<file path="src/rtl/sam_rv32i_trace_buf.sv">
// sam_rv32i_trace_buf: records an (NPC, WB_OUT) entry each time the core's NPC
// changes. Entries are held in a FIFO and drained through a show-ahead
// valid/ready read port. Sticky overflow flag plus a saturating drop counter.
// Optional feature macro: TRACE_TIMESTAMP_EN adds a 16-bit cycle timestamp per
// entry, presented on trc_ts.
module sam_rv32i_trace_buf #(
  parameter int DEPTH = 16,
  parameter int AW    = 4
) (
  input  logic          clk,
  input  logic          RN,
  input  logic          cap_en,
  input  logic [31:0]   npc_in,
  input  logic [31:0]   wb_in,
  input  logic          trc_ready,
  input  logic          clr_ovf,
  output logic          trc_valid,
  output logic [31:0]   trc_npc,
  output logic [31:0]   trc_wb,
  output logic [AW:0]   count,
  output logic          overflow,
`ifdef TRACE_TIMESTAMP_EN
  output logic [15:0]   trc_ts,
`endif
  output logic [15:0]   drop_cnt
);

`ifdef TRACE_TIMESTAMP_EN
  localparam int EW = 80;
`else
  localparam int EW = 64;
`endif

  localparam logic [AW:0]   DEPTH_C = (AW+1)'(DEPTH);
  localparam logic [AW-1:0] PTR_ONE = {{(AW-1){1'b0}}, 1'b1};

  logic [EW-1:0] mem [DEPTH];

  logic [AW-1:0] wr_ptr_q, wr_ptr_d;
  logic [AW-1:0] rd_ptr_q, rd_ptr_d;
  logic [AW:0]   count_q, count_d;
  logic          primed_q, primed_d;
  logic [31:0]   last_npc_q, last_npc_d;
  logic          ovf_q, ovf_d;
  logic [15:0]   drop_q, drop_d;
  logic [EW-1:0] head_q, head_d;
  logic [EW-1:0] entry_in;

  logic cap, pop, full, push, drop;

`ifdef TRACE_TIMESTAMP_EN
  logic [15:0] ts_q;

  // Free-running cycle counter sampled into each captured entry.
  always_ff @(posedge clk) begin
    if (RN) ts_q <= 16'd0;
    else    ts_q <= ts_q + 16'd1;
  end

  assign entry_in = {ts_q, npc_in, wb_in};
  assign trc_ts   = head_q[79:64];
`else
  assign entry_in = {npc_in, wb_in};
`endif

  // Capture decision, push/pop qualification and all next-state values.
  always_comb begin
    cap  = cap_en && (!primed_q || (npc_in != last_npc_q));
    pop  = (count_q != '0) && trc_ready;
    full = (count_q == DEPTH_C);
    push = cap && (!full || pop);
    drop = cap && full && !pop;

    primed_d   = primed_q;
    last_npc_d = last_npc_q;
    if (cap_en) begin
      primed_d   = 1'b1;
      last_npc_d = npc_in;
    end

    wr_ptr_d = push ? wr_ptr_q + PTR_ONE : wr_ptr_q;
    rd_ptr_d = pop  ? rd_ptr_q + PTR_ONE : rd_ptr_q;

    count_d = count_q;
    case ({push, pop})
      2'b10:   count_d = count_q + 1'b1;
      2'b01:   count_d = count_q - 1'b1;
      default: count_d = count_q;
    endcase

    // Head register tracks the entry at rd_ptr; bypass the incoming entry
    // when it becomes the head in the same cycle it is written.
    head_d = head_q;
    if (push && (count_q == '0)) begin
      head_d = entry_in;
    end else if (pop) begin
      if (count_q == {{AW{1'b0}}, 1'b1}) begin
        if (push) head_d = entry_in;
      end else begin
        head_d = mem[rd_ptr_q + PTR_ONE];
      end
    end

    // A drop in the same cycle as a clear still registers as one drop.
    ovf_d  = ovf_q;
    drop_d = drop_q;
    if (drop) begin
      ovf_d  = 1'b1;
      if (clr_ovf)                drop_d = 16'd1;
      else if (drop_q != 16'hFFFF) drop_d = drop_q + 16'd1;
    end else if (clr_ovf) begin
      ovf_d  = 1'b0;
      drop_d = 16'd0;
    end
  end

  // Entry storage; contents need no reset since count gates visibility.
  always_ff @(posedge clk) begin
    if (push) mem[wr_ptr_q] <= entry_in;
  end

  // Control state and head register.
  always_ff @(posedge clk) begin
    if (RN) begin
      wr_ptr_q   <= '0;
      rd_ptr_q   <= '0;
      count_q    <= '0;
      primed_q   <= 1'b0;
      last_npc_q <= 32'd0;
      ovf_q      <= 1'b0;
      drop_q     <= 16'd0;
      head_q     <= '0;
    end else begin
      wr_ptr_q   <= wr_ptr_d;
      rd_ptr_q   <= rd_ptr_d;
      count_q    <= count_d;
      primed_q   <= primed_d;
      last_npc_q <= last_npc_d;
      ovf_q      <= ovf_d;
      drop_q     <= drop_d;
      head_q     <= head_d;
    end
  end

  assign trc_valid = (count_q != '0);
  assign trc_npc   = head_q[63:32];
  assign trc_wb    = head_q[31:0];
  assign count     = count_q;
  assign overflow  = ovf_q;
  assign drop_cnt  = drop_q;

endmodule

</file>
<file path="config.mk">
export PLATFORM = sky130hd
export DESIGN_NAME = sam_rv32i_trace_buf
export DESIGN_NICKNAME = d
export VERILOG_FILES = /design/src/rtl/sam_rv32i_trace_buf.sv
export SDC_FILE = /design/constraint.sdc
export NUM_CORES = 1
export LEC_CHECK = 0
export BUFFER_PORTS_ARGS = -buffer_cell sky130_fd_sc_hd__buf_2
export CAP_MARGIN = 10
export CORE_ASPECT_RATIO = 1.1
export CORE_UTILIZATION = 45
export CTS_CLUSTER_SIZE = 12
export DETAILED_ROUTE_END_ITERATION = 8
export PLACE_DENSITY_LB_ADDON = 0.12
export SKIP_LAST_GASP = 1
export SLEW_MARGIN = 5
export SYNTH_ARGS = -nofsm -noshare
export SYNTH_HDL_FRONTEND = slang
export SYNTH_SLANG_ARGS = --single-unit
</file>
<file path="constraint.sdc">
create_clock -name clk -period 8.7 [get_ports clk]
set_input_delay 0.87 -clock clk [delete_from_list [all_inputs] [get_ports clk]]
set_output_delay 0.87 -clock clk [all_outputs]
set_load 0.01 [all_outputs]
</file>
# == Word level (Yosys, flattened, before mapping) ==
# Memory sizes are Yosys's and may differ from the RTL's.
# Cells that the tools add are included.
# word_totals
ramBits,1024
ff_bits,127
mem_count,1
word_cells,53
in_bits,69
# mem_list
name,words,width,read_ports,rd_ports_with_merged_regs,wr,line_no,rtl
mem,16,64,1,0,1,37,logic [EW-1:0] mem [DEPTH];
# classes
muxes,13
n_reduce_logical,19
n_eq_ne,7
n_addsub,5
# ops
operator,n
$mux W64,4
$mux W16,4
$ne A32 B32 Y1,1
$add A16 B1 Y16 const B,1
$ne A16 B16 Y1 const B,1
$pmux W5 S2,1
$add A4 B1 Y4 const B,2
$reduce_bool A2 Y1,4
$logic_and A1 B1 Y1,6
$add A5 B1 Y5 const B,1
$eq A5 B1 Y1 const B,1
$eq A5 B5 Y1 const B,1
$logic_not A5 Y1,1
$reduce_bool A5 Y1,1
$sub A5 B1 Y5 const B,1
$mux W1,4
$reduce_and A2 Y1,2
$logic_not A1 Y1,3
$ne A3 B3 Y1 const B,1
$eq A2 B1 Y1 const B,1
$eq A2 B2 Y1 const B,1
$logic_or A1 B1 Y1,2

# == Logic depth before layout (Yosys ltp) ==
# logic_depth
word_depth,8
depth_mapped,10
mapped_depth_nobuf,9

# == Least setup slack after synthesis ==
# OpenSTA, ideal clock, no wires.
# synth_timing
path_type,input -> register
start,input cap_en
end,memory mem[0][0] (enable)
t_arrival_ps,6305
stages,6
t_required_ps,8135
setup_slack_ps,1830
path_cell_list,clkbuf_1 > o41a_1 > and2_1 > clkbuf_1 > nand2_1 > nor3_1
# synth_between
elab_chain_cells,4
# synth_rtl
item,line_no,rtl
start: declaration,12,"input logic cap_en,"
$logic_and A1 B1 Y1,68,cap = cap_en && (!primed_q || (npc_in != last_npc_q));
$logic_and A1 B1 Y1,71,push = cap && (!full || pop);
$mux W1,119,if (push) mem[wr_ptr_q] <= entry_in;
$mux W1 (not written as such),119,
end: declaration,37,
# Every way passes these cells.

# == Worst setup path in the final report ==
# layout_timing
start,input npc_in[21]
end,memory mem[5][60] (enable)
# layout_between
elab_chain_cells,6
# layout_rtl
item,line_no,rtl
start: declaration,13,"input logic [31:0] npc_in,"
$ne A32 B32 Y1,68,
$logic_or A1 B1 Y1,68,
$logic_and A1 B1 Y1,68,
$logic_and A1 B1 Y1,71,
$mux W1,119,
$mux W1 (not written as such),119,
# Every way passes these cells.

==> results.tsv <==
metric	value	unit
fin_ws	4180	ps
floorplan.die.width	302	um
syn_nets	2235	
h-tree-depth	3	
pre_cts_ws	3450	ps
hold_class	reg2reg	
final_cell_mix	edfxtp_1, mux4_2, buf_2	
final_common_cell	edfxtp_1	
drt_iter0_drc	1625	
pwr_density_cell	307	mW/mm^2
period_minus_slack	4520	ps
grt_max_degree	102	
cell_internal_pwr	11.0	mW
ios	156	
drc_errors	16	
post-route-period-util	51.9	%
gp_congestion	0.793	
p_seq_share	41.3	%
wl_per_cell	28.5	um
setup_viol	0	
combPwrFrac	28.2	%
grt_usage	21.7	%
maxSlewViolCount	0	
worstSetupEndpointType	register	
synth-simple-area-share	2.97	%
crit_fanout	38	
cts_buffer_depth	3	
die_h	332	um
cap_violations	0	
syn2layout_area_growth	13.6	%
netlist_instances	2156	
synth_cell_types	48	
core	0.0977	sq mm
clk_pin_slew	60	ps
synth.avg_cell_area	20.7	sq um
drive_gt1_share	30.5	%
rows	120	
grt_pass1_wl	157	mm
wl	106	mm
numClockSinks	1151	
start_kind	input pin	
detailed_place_hpwl	58.2	mm
rsz0062_at_grt	false	
finalHoldViolCount	0	
synthXorXnorAreaFrac	0.826	%
p_sw	4.57	mW
violations	DRC	
seq_area_frac_synth	74.8	%
synth_fa_ha_area_share	0.281	%
cts_root_buf	clkbuf_16	
synth_edf_count	1024	
p_sw_share	29.4	%
cts-resized-gates	0	
dieArea	0.100	sq mm
layout.nets	2424	
cts_setup_buffers	0	
max_clock_freq	221	MHz
overflow	0	
async_flop_share	0	%
cts_tree	yes	
firstDrtPassIters	7	
synthMuxAreaShare	17.1	%
critPathKind	in2reg	
ir_worst_vdd	0.256	mV
start_util	45.6	%
worst_slew_pin_slew	1100	ps
grt_pass1_vias	23037	
power_leakage	16.1	nW
critPathArrivalTime	4810	ps
vias	21667	
outcome	complete, but fails checks	
postCtsHoldBufs	0	
tns	0	ps
viasPerCell	5.81	
synthesis.area	0.0445	sq mm
synth_top_family_by_area	multiplexers	
ys_ff_latch	1151	
p_clk_share	30.5	%
fin_worst_skew	21.8	ps
insertion_delay	680	ps
slew_headroom	26.9	%
crit_required	8990	ps
yosys_warnings	0	
portBuffers	155	
ys.flop_type	edfxtp_1	
cts_buffers	115	
ant_nets	0	
synth_compound_area_share	2.95	%
antenna_found_initial	7	
## synthesized netlist by cell type, drive strengths merged (2+ instances only)
cell type	n	area (sq um)
buf	29	125
nor3	8	40.0
nor2b	2	12.5
inv	6	22.5
clkbuf	93	349
ha	10	125
a211oi	65	743
or4	4	30.0
nor4	4	25.0
nor2	134	503
dfxtp	127	2540
o31ai	3	22.5
or3	7	43.8
a21oi	82	422
nand4	16	100
mux4	320	7210
and2	7	43.8
nand2	81	304
mux2	3	33.8
edfxtp	1024	30700
nor3b	2	15.0
mux2i	37	370
o21ai	5	25.0
xnor2	26	228
nand4b	2	17.5
nand3	16	80.1
and3	3	18.8
nand2b	9	56.3
xor2	16	140
## state kept, by name, indices dropped and copies added (netlist names)
name and count:
head_q 64, wr_ptr_q 4, overflow 1, last_npc_q 32
primed_q 1, rd_ptr_q 4, count 5, mem 1024
drop_cnt 16
## layout make-up
class | count | area (sq um)
Fill cell | 7660 | 47200
Sequential cell | 1151 | 33300
Multi-Input combinational cell | 877 | 10900
Clock buffer | 196 | 3410
Tap cell | 1281 | 1600
Timing Repair Buffer | 194 | 1100
Clock inverter | 20 | 208
Inverter | 6 | 22.5
Antenna cell | 3 | 7.51
## worst max-delay path: stages
cell and delay (ps):
buf_2 310, xor2_1 290, nor4_1 100, nand3_1 150, o41a_1 700, and2_1 420
nand2_1 280, nor2_4 870, buf_4 750
## power groups by stage
stage	Combinational (mW)	Sequential [mW]	Clock [mW]
after floorplan	3.08	6.51	0
after global placement	4.44	6.54	0
after detailed placement	4.47	6.55	0
after CTS	4.48	6.43	4.85
after global routing	4.70	6.45	5.05
final	4.37	6.42	4.74
## stage by stage
step	power, mW	util, %	area (sq um)	hold slack [ps]	cells
floorplan	9.58	-	44500	454	2156
global placement	11.0	48.0	47000	472	3509
detailed placement	11.0	48.0	47000	479	3509
CTS	15.8	51.7	50600	490	3725
global route	16.2	51.7	50600	525	3726
finish	15.5	51.7	50600	491	3728
## worst paths after layout
kind,start,end,slack [ps],depth (start not counted)
max reg2reg,last_npc_q[17],mem[5][60],4360,8
min reg2reg,primed_q,primed_q,490,2
max,npc_in[21],mem[5][60],4180,9
min,primed_q,primed_q,490,2
## logic make-up after synthesis
| group | after synthesis |
|---|---|
| flops | 1151 |
| fa+ha+maj | 10 |
| mux | 360 |
| buf+inv | 128 |
| xor+xnor | 42 |
| compound gates | 166 |
| simple gates | 299 |
## metal layers
| layer | share of wire, % | up-vias | track usage (%) | wire, um |
|---|---|---|---|---|
| met3 | 4.9 | 147 | 3.70 | 5170 |
| met4 | 2.2 | 6 | 5.78 | 2330 |
| met2 | 51 | 568 | 36.9 | 54700 |
| li1 | - | 9270 | - | - |
| met1 | 41 | 11676 | 28.8 | 44100 |
| met5 | 0.042 | - | 0 | 45 |
Note: power is estimated with default switching activity, not from simulation.
